===== config.mk =====
export PLATFORM = sky130hd
export DESIGN_NAME = mem_controller
export DESIGN_NICKNAME = d
export VERILOG_FILES = /design/src/rtl/mem_controller.sv
export SDC_FILE = /design/constraint.sdc
export NUM_CORES = 1
export LEC_CHECK = 0
export ABC_AREA = 1
export BUFFER_PORTS_ARGS = -buffer_cell sky130_fd_sc_hd__buf_2
export CAP_MARGIN = 20
export CORE_MARGIN = 1
export CORE_UTILIZATION = 55
export CTS_CLUSTER_SIZE = 14
export DETAILED_ROUTE_END_ITERATION = 10
export HOLD_SLACK_MARGIN = 0.12
export PLACE_DENSITY = 0.83
export SLEW_MARGIN = 20
export SYNTH_ARGS = -nofsm -noshare
export SYNTH_HDL_FRONTEND = slang
export SYNTH_SLANG_ARGS = --single-unit

===== constraint.sdc =====
create_clock -name clk_in -period 3.8 [get_ports clk_in]
set_clock_uncertainty 0.1 [all_clocks]
set_input_delay 0.19 -clock clk_in [delete_from_list [all_inputs] [get_ports clk_in]]
set_output_delay 0.19 -clock clk_in [all_outputs]
set_load 0.01 [all_outputs]

===== src/rtl/mem_controller.sv =====
// Byte-serial RAM controller that sits below the cache.
// It accepts one instruction fetch or one data load/store at a time.
// Each access is split into byte transfers on the 8-bit RAM bus.
// Load results are assembled little-endian and then sign- or zero-extended.
// A pipeline clear aborts a fetch or load that is in flight. A store always completes.
module mem_controller #(
    parameter logic [31:0] IO_BASE = 32'h0003_0000
) (
    input  logic        clk_in,
    input  logic        rst_in,
    input  logic        rdy_in,
    input  logic        clear_in,
    input  logic        inst_req,
    input  logic [31:0] inst_addr,
    output logic        inst_done,
    output logic [31:0] inst_data,
    input  logic        data_req,
    input  logic        data_write,
    input  logic [31:0] data_addr,
    input  logic [31:0] data_wdata,
    input  logic [2:0]  data_type,
    output logic        data_done,
    output logic [31:0] data_rdata,
    input  logic [7:0]  mem_din,
    output logic [7:0]  mem_dout,
    output logic [31:0] mem_a,
    output logic        mem_wr,
    input  logic        io_buffer_full
);

    typedef enum logic [1:0] {
        IDLE    = 2'd0,
        READ    = 2'd1,
        WRITE   = 2'd2,
        IO_WAIT = 2'd3
    } state_t;

    state_t      state_r;
    logic [2:0]  cnt_r;
    logic [2:0]  len_r;
    logic [2:0]  type_r;
    logic        is_inst_r;
    logic [31:0] addr_r;
    logic [31:0] wdata_r;
    logic [31:0] buf_r;
    logic        mem_wr_r;

    logic [2:0]  cnt_next_s;
    logic [31:0] rd_buf_s;
    logic        io_s;
    logic        busy_done_s;

    // Transfer length in bytes for a size code; 10 and 11 both mean a word.
    function automatic logic [2:0] len_of(input logic [1:0] sz);
        logic [2:0] n;
        case (sz)
            2'b00:   n = 3'd1;
            2'b01:   n = 3'd2;
            default: n = 3'd4;
        endcase
        return n;
    endfunction

    // Select byte lane idx of a word.
    function automatic logic [7:0] byte_of(input logic [31:0] w, input logic [1:0] idx);
        logic [7:0] b;
        case (idx)
            2'd0:    b = w[7:0];
            2'd1:    b = w[15:8];
            2'd2:    b = w[23:16];
            default: b = w[31:24];
        endcase
        return b;
    endfunction

    // Replace byte lane idx of a word with b.
    function automatic logic [31:0] put_lane(input logic [31:0] w, input logic [1:0] idx,
                                             input logic [7:0] b);
        logic [31:0] r;
        r = w;
        case (idx)
            2'd0:    r[7:0]   = b;
            2'd1:    r[15:8]  = b;
            2'd2:    r[23:16] = b;
            default: r[31:24] = b;
        endcase
        return r;
    endfunction

    // Sign- or zero-extend an assembled load according to its type.
    function automatic logic [31:0] extend_load(input logic [31:0] raw, input logic [2:0] typ);
        logic [31:0] r;
        case (typ[1:0])
            2'b00:   r = typ[2] ? {{24{raw[7]}}, raw[7:0]} : {24'h00_0000, raw[7:0]};
            2'b01:   r = typ[2] ? {{16{raw[15]}}, raw[15:0]} : {16'h0000, raw[15:0]};
            default: r = raw;
        endcase
        return r;
    endfunction

    // Next byte index, read buffer with the incoming byte merged, I/O decode, done-cycle block.
    always_comb begin
        cnt_next_s  = cnt_r + 3'd1;
        rd_buf_s    = put_lane(buf_r, cnt_r[1:0], mem_din);
        io_s        = (addr_r >= IO_BASE);
        busy_done_s = inst_done | data_done;
    end

    // While the controller is stalled, the write strobe is held low.
    assign mem_wr = mem_wr_r & rdy_in;

    // Main access sequencer: accept, serialize bytes, assemble and report completion.
    always_ff @(posedge clk_in or negedge rst_in) begin
        if (!rst_in) begin
            state_r    <= IDLE;
            cnt_r      <= 3'd0;
            len_r      <= 3'd0;
            type_r     <= 3'd0;
            is_inst_r  <= 1'b0;
            addr_r     <= 32'h0000_0000;
            wdata_r    <= 32'h0000_0000;
            buf_r      <= 32'h0000_0000;
            mem_wr_r   <= 1'b0;
            mem_a      <= 32'h0000_0000;
            mem_dout   <= 8'h00;
            inst_done  <= 1'b0;
            inst_data  <= 32'h0000_0000;
            data_done  <= 1'b0;
            data_rdata <= 32'h0000_0000;
        end else if (rdy_in) begin
            inst_done <= 1'b0;
            data_done <= 1'b0;
            case (state_r)
                IDLE: begin
                    mem_wr_r <= 1'b0;
                    // Requests are not re-sampled while a done pulse is still showing.
                    if (busy_done_s) begin
                        state_r <= IDLE;
                    end else if (data_req && data_write) begin
                        addr_r    <= data_addr;
                        wdata_r   <= data_wdata;
                        type_r    <= data_type;
                        len_r     <= len_of(data_type[1:0]);
                        is_inst_r <= 1'b0;
                        buf_r     <= 32'h0000_0000;
                        if ((data_addr >= IO_BASE) && io_buffer_full) begin
                            cnt_r   <= 3'd0;
                            state_r <= IO_WAIT;
                        end else begin
                            mem_a    <= data_addr;
                            mem_dout <= data_wdata[7:0];
                            mem_wr_r <= 1'b1;
                            cnt_r    <= 3'd1;
                            state_r  <= WRITE;
                        end
                    end else if (data_req && !clear_in) begin
                        addr_r    <= data_addr;
                        type_r    <= data_type;
                        len_r     <= len_of(data_type[1:0]);
                        is_inst_r <= 1'b0;
                        buf_r     <= 32'h0000_0000;
                        mem_a     <= data_addr;
                        cnt_r     <= 3'd0;
                        state_r   <= READ;
                    end else if (inst_req && !clear_in) begin
                        addr_r    <= inst_addr;
                        type_r    <= 3'b010;
                        len_r     <= 3'd4;
                        is_inst_r <= 1'b1;
                        buf_r     <= 32'h0000_0000;
                        mem_a     <= inst_addr;
                        cnt_r     <= 3'd0;
                        state_r   <= READ;
                    end else begin
                        state_r <= IDLE;
                    end
                end
                READ: begin
                    mem_wr_r <= 1'b0;
                    if (clear_in) begin
                        cnt_r   <= 3'd0;
                        state_r <= IDLE;
                    end else begin
                        buf_r <= rd_buf_s;
                        cnt_r <= cnt_next_s;
                        if (cnt_next_s == len_r) begin
                            if (is_inst_r) begin
                                inst_done <= 1'b1;
                                inst_data <= rd_buf_s;
                            end else begin
                                data_done  <= 1'b1;
                                data_rdata <= extend_load(rd_buf_s, type_r);
                            end
                            state_r <= IDLE;
                        end else begin
                            mem_a <= addr_r + {29'd0, cnt_next_s};
                        end
                    end
                end
                WRITE: begin
                    if (cnt_r == len_r) begin
                        mem_wr_r  <= 1'b0;
                        data_done <= 1'b1;
                        cnt_r     <= 3'd0;
                        state_r   <= IDLE;
                    end else if (io_s && io_buffer_full) begin
                        mem_wr_r <= 1'b0;
                        state_r  <= IO_WAIT;
                    end else begin
                        mem_a    <= addr_r + {29'd0, cnt_r};
                        mem_dout <= byte_of(wdata_r, cnt_r[1:0]);
                        mem_wr_r <= 1'b1;
                        cnt_r    <= cnt_next_s;
                    end
                end
                IO_WAIT: begin
                    if (io_buffer_full) begin
                        mem_wr_r <= 1'b0;
                    end else begin
                        mem_a    <= addr_r + {29'd0, cnt_r};
                        mem_dout <= byte_of(wdata_r, cnt_r[1:0]);
                        mem_wr_r <= 1'b1;
                        cnt_r    <= cnt_next_s;
                        state_r  <= WRITE;
                    end
                end
                default: begin
                    mem_wr_r <= 1'b0;
                    state_r  <= IDLE;
                end
            endcase
        end else begin
            state_r <= state_r;
        end
    end

endmodule


==> metrics.csv <==
metric,value,unit
r2r_slack,0.55,ns
drt_iter0_drc,1335,
period_share,85.6,%
netlist_instances,1557,
worst-setup-path-type,flop to flop,
num_rows,52,
worstReg2RegEnd,mem_a[10],
fin_ws,0.546,ns
clock_latency,0.52,ns
antenna_found_initial,2,
cts.repair.resized,0,
worst_ep_arrival_time,3.56,ns
place_ws,0.604,ns
power.leakage,7.54,nW
synthXorXnorAreaFrac,0.376,%
cts_buffer_depth,3,
grt.total_usage,34.7,%
cts_buffers,23,
grt_use_met2,54.4,%
clock.fmax,0.307,GHz
r2r_cells,15,
r2r-start,cnt_r[0],
synthesis.area,0.0117,mm2
critPathCapture,mem_a[10],
synth_top_area_cell,dfrtp_1,
yosysMostFrequentCell,nand2_1,
dieArea,0.0218,mm2
grt_max_degree,84,
status,finished clean,
grt-busiest-layer,met2,
fp.dieH,148,um
root_buffer,clkbuf_16,
vias_per_cell,5.59,
synth_area_per_cell,7.48,um2
hold_class,input pin to flop,
yosysTopAreaCellShare,46.2,%
grt_overflow,0,
ant_nets,0,
synth_mux_area_share,0,%
num_vias,12100,
syn-num-nets,1685,
dp_hpwl,24.4,mm
grt_pass1_vias,11500,
synth-async-reset-ratio,100,%
synth_common_cells,"nand2_1, dfrtp_1, o21ai_0",
ys_seq_area_share,46.2,%
peakVddDrop,0.393,mV
cts.sinks,215,
hold_violations,0,
cts.clk_slew.worst_paths,0.06,ns
crit_fanout,11,
synth_top_family_by_area,simple AND/OR/NAND/NOR gates,
tns,0,ns
synth_area_leaders,"dfrtp_1, nand2_1, o21ai_0, nand3_1, inv_1",
cp-start-kind,flop,
cts_tree,done,
grt_pass1_wl,59.5,mm
pwr_density_cell,668,mW/mm2
slew_viol_final,0,
ios,222,
finalHoldWorstSlack,0.146,ns
routed_wl,37.1,mm
max-cap-violations,0,
synth_edf_count,0,
cp-end-kind,flop,
ys_warn_count,0,
io_buffers,221,
ys_ff_latch,215,
grt_setup_unrepaired,false,
use_met3,5.37,%
worst_pin_slew,0.963,ns
drc_errors,0,
syn_to_final_growth,28.2,%
synthAdderAreaFrac,1.46,%
crit_start,cnt_r[0],
synth_compound_area_share,14.6,%
post_drt_wl_per_cell,17.2,um
yosys.area_share.simple,29.7,%
nets,2001,
synth_flop_cell,dfrtp_1,
ys_types,40,
die_x,148,um
coreArea,0.0205,mm2
fin_crit,3.25,ns
start_util,56.9,%
htree_levels,1,
grt_use_met1,49.8,%
required,4.10,ns
max_slew_margin,35.8,%
gp_congestion,0.931,
dr.pass1.iters,6,
final-setup-viol-count,0,
drive_above_1_share,19.3,%
cells in the final DEF, fill, tap and decap left out, types with 3 or more instances in the layout:
| master | instances |
|---|---|
| a21oi_1 | 18 |
| a31oi_1 | 5 |
| buf_2 | 220 |
| buf_4 | 19 |
| clkbuf_1 | 4 |
| clkbuf_16 | 23 |
| clkbuf_8 | 9 |
| clkinv_1 | 3 |
| dfrtp_1 | 215 |
| dlygate4sd3_1 | 126 |
| ha_1 | 12 |
| inv_1 | 124 |
| inv_2 | 6 |
| nand2_1 | 512 |
| nand2_2 | 28 |
| nand3_1 | 102 |
| nand3_2 | 4 |
| nand3b_1 | 26 |
| nand4_1 | 10 |
| nor2_1 | 102 |
| nor2_4 | 3 |
| nor3_1 | 3 |
| o211ai_1 | 8 |
| o21a_1 | 3 |
| o21ai_0 | 210 |
| o21ai_1 | 30 |
| o21ai_2 | 29 |
| o21bai_1 | 4 |
| or2_2 | 9 |
| xnor2_1 | 3 |
through the flow:
step | util (%) | instance area (um2) | std cells | total power [mW]
finish | 72.9 | 14900 | 2159 | 9.98
global route | 72.9 | 14900 | 2158 | 10.6
CTS | 72.9 | 14900 | 2158 | 9.87
detailed placement | 62.9 | 12900 | 1992 | 7.41
global placement | 62.9 | 12900 | 1992 | 7.32
floorplan | - | 11700 | 1557 | 6.03
power breakdown:
| part | internal, mW | switching [mW] | leakage (nW) |
|---|---|---|---|
| Combinational | 1.38 | 2.64 | 4.33 |
| Clock | 1.40 | 0.922 | 0.383 |
| Sequential | 3.02 | 0.621 | 2.82 |
| Total | 5.80 | 4.18 | 7.54 |
layout make-up:
| cell class | count | area [um2] |
|---|---|---|
| clock buffers | 35 | 701 |
| repair buffers | 367 | 2540 |
| fillers | 1560 | 5550 |
| inverters | 134 | 505 |
| flip-flops and latches | 215 | 5380 |
| multi-input cells | 1132 | 5390 |
| well taps | 270 | 338 |
| diodes | 1 | 2.50 |
| clock inverters | 5 | 81.3 |
registers in the layout (all words and copies together), names as in the netlist:
signal	flops
addr_r	32
buf_r	32
cnt_r	3
data_done	1
data_rdata	32
inst_data	32
inst_done	1
is_inst_r	1
len_r	3
mem_a	32
mem_dout	8
mem_wr_r	1
state_r	2
type_r	3
wdata_r	32
critical path, cell delays in order, from the launching register on:
cell      delay (ns)
dfrtp_1         0.48
ha_1            0.50
inv_4           0.12
nand2_1         0.11
nand2_1         0.09
o21ai_0         0.29
ha_1            0.25
nand2_1         0.08
nand2_1         0.10
nand2_1         0.17
nor2_1          0.42
nand3b_1        0.13
nand3_1         0.08
o21ai_0         0.08
nand2_1         0.08
nand2_1         0.05
kinds of logic after synthesis:
group,after synthesis
and+or+nand+nor,805
AOI/OAI and AO/OA,309
DFF,215
buffers and inverters,210
adders and majority gates,13
xor gates and xnor gates,5
layer usage:
| layer | vias to the layer above | share of wire [%] |
|---|---|---|
| li1 | 5660 | - |
| met1 | 5607 | 42 |
| met2 | 714 | 45 |
| met3 | 95 | 9.6 |
| met4 | 0 | 3.0 |
| met5 | - | 0 |
how the worst min path moves through the flow:
stage,start,endpoint,depth (start not counted)
floorplan,rst_in,addr_r[0],0
global placement,rst_in,mem_a[17],1
detailed placement,rst_in,mem_a[17],1
CTS,inst_addr[7],mem_a[7],7
global route,data_req,len_r[0],5
finish,inst_addr[6],mem_a[6],7
what timing repair did:
| item | 4_1_cts | 5_1_grt |
|---|---|---|
| hold buffers | 126 | 0 |
| setup buffers | 0 | 0 |
| hold endpoints to repair | 214 | 0 |
Power figures use the tool's default switching activity.
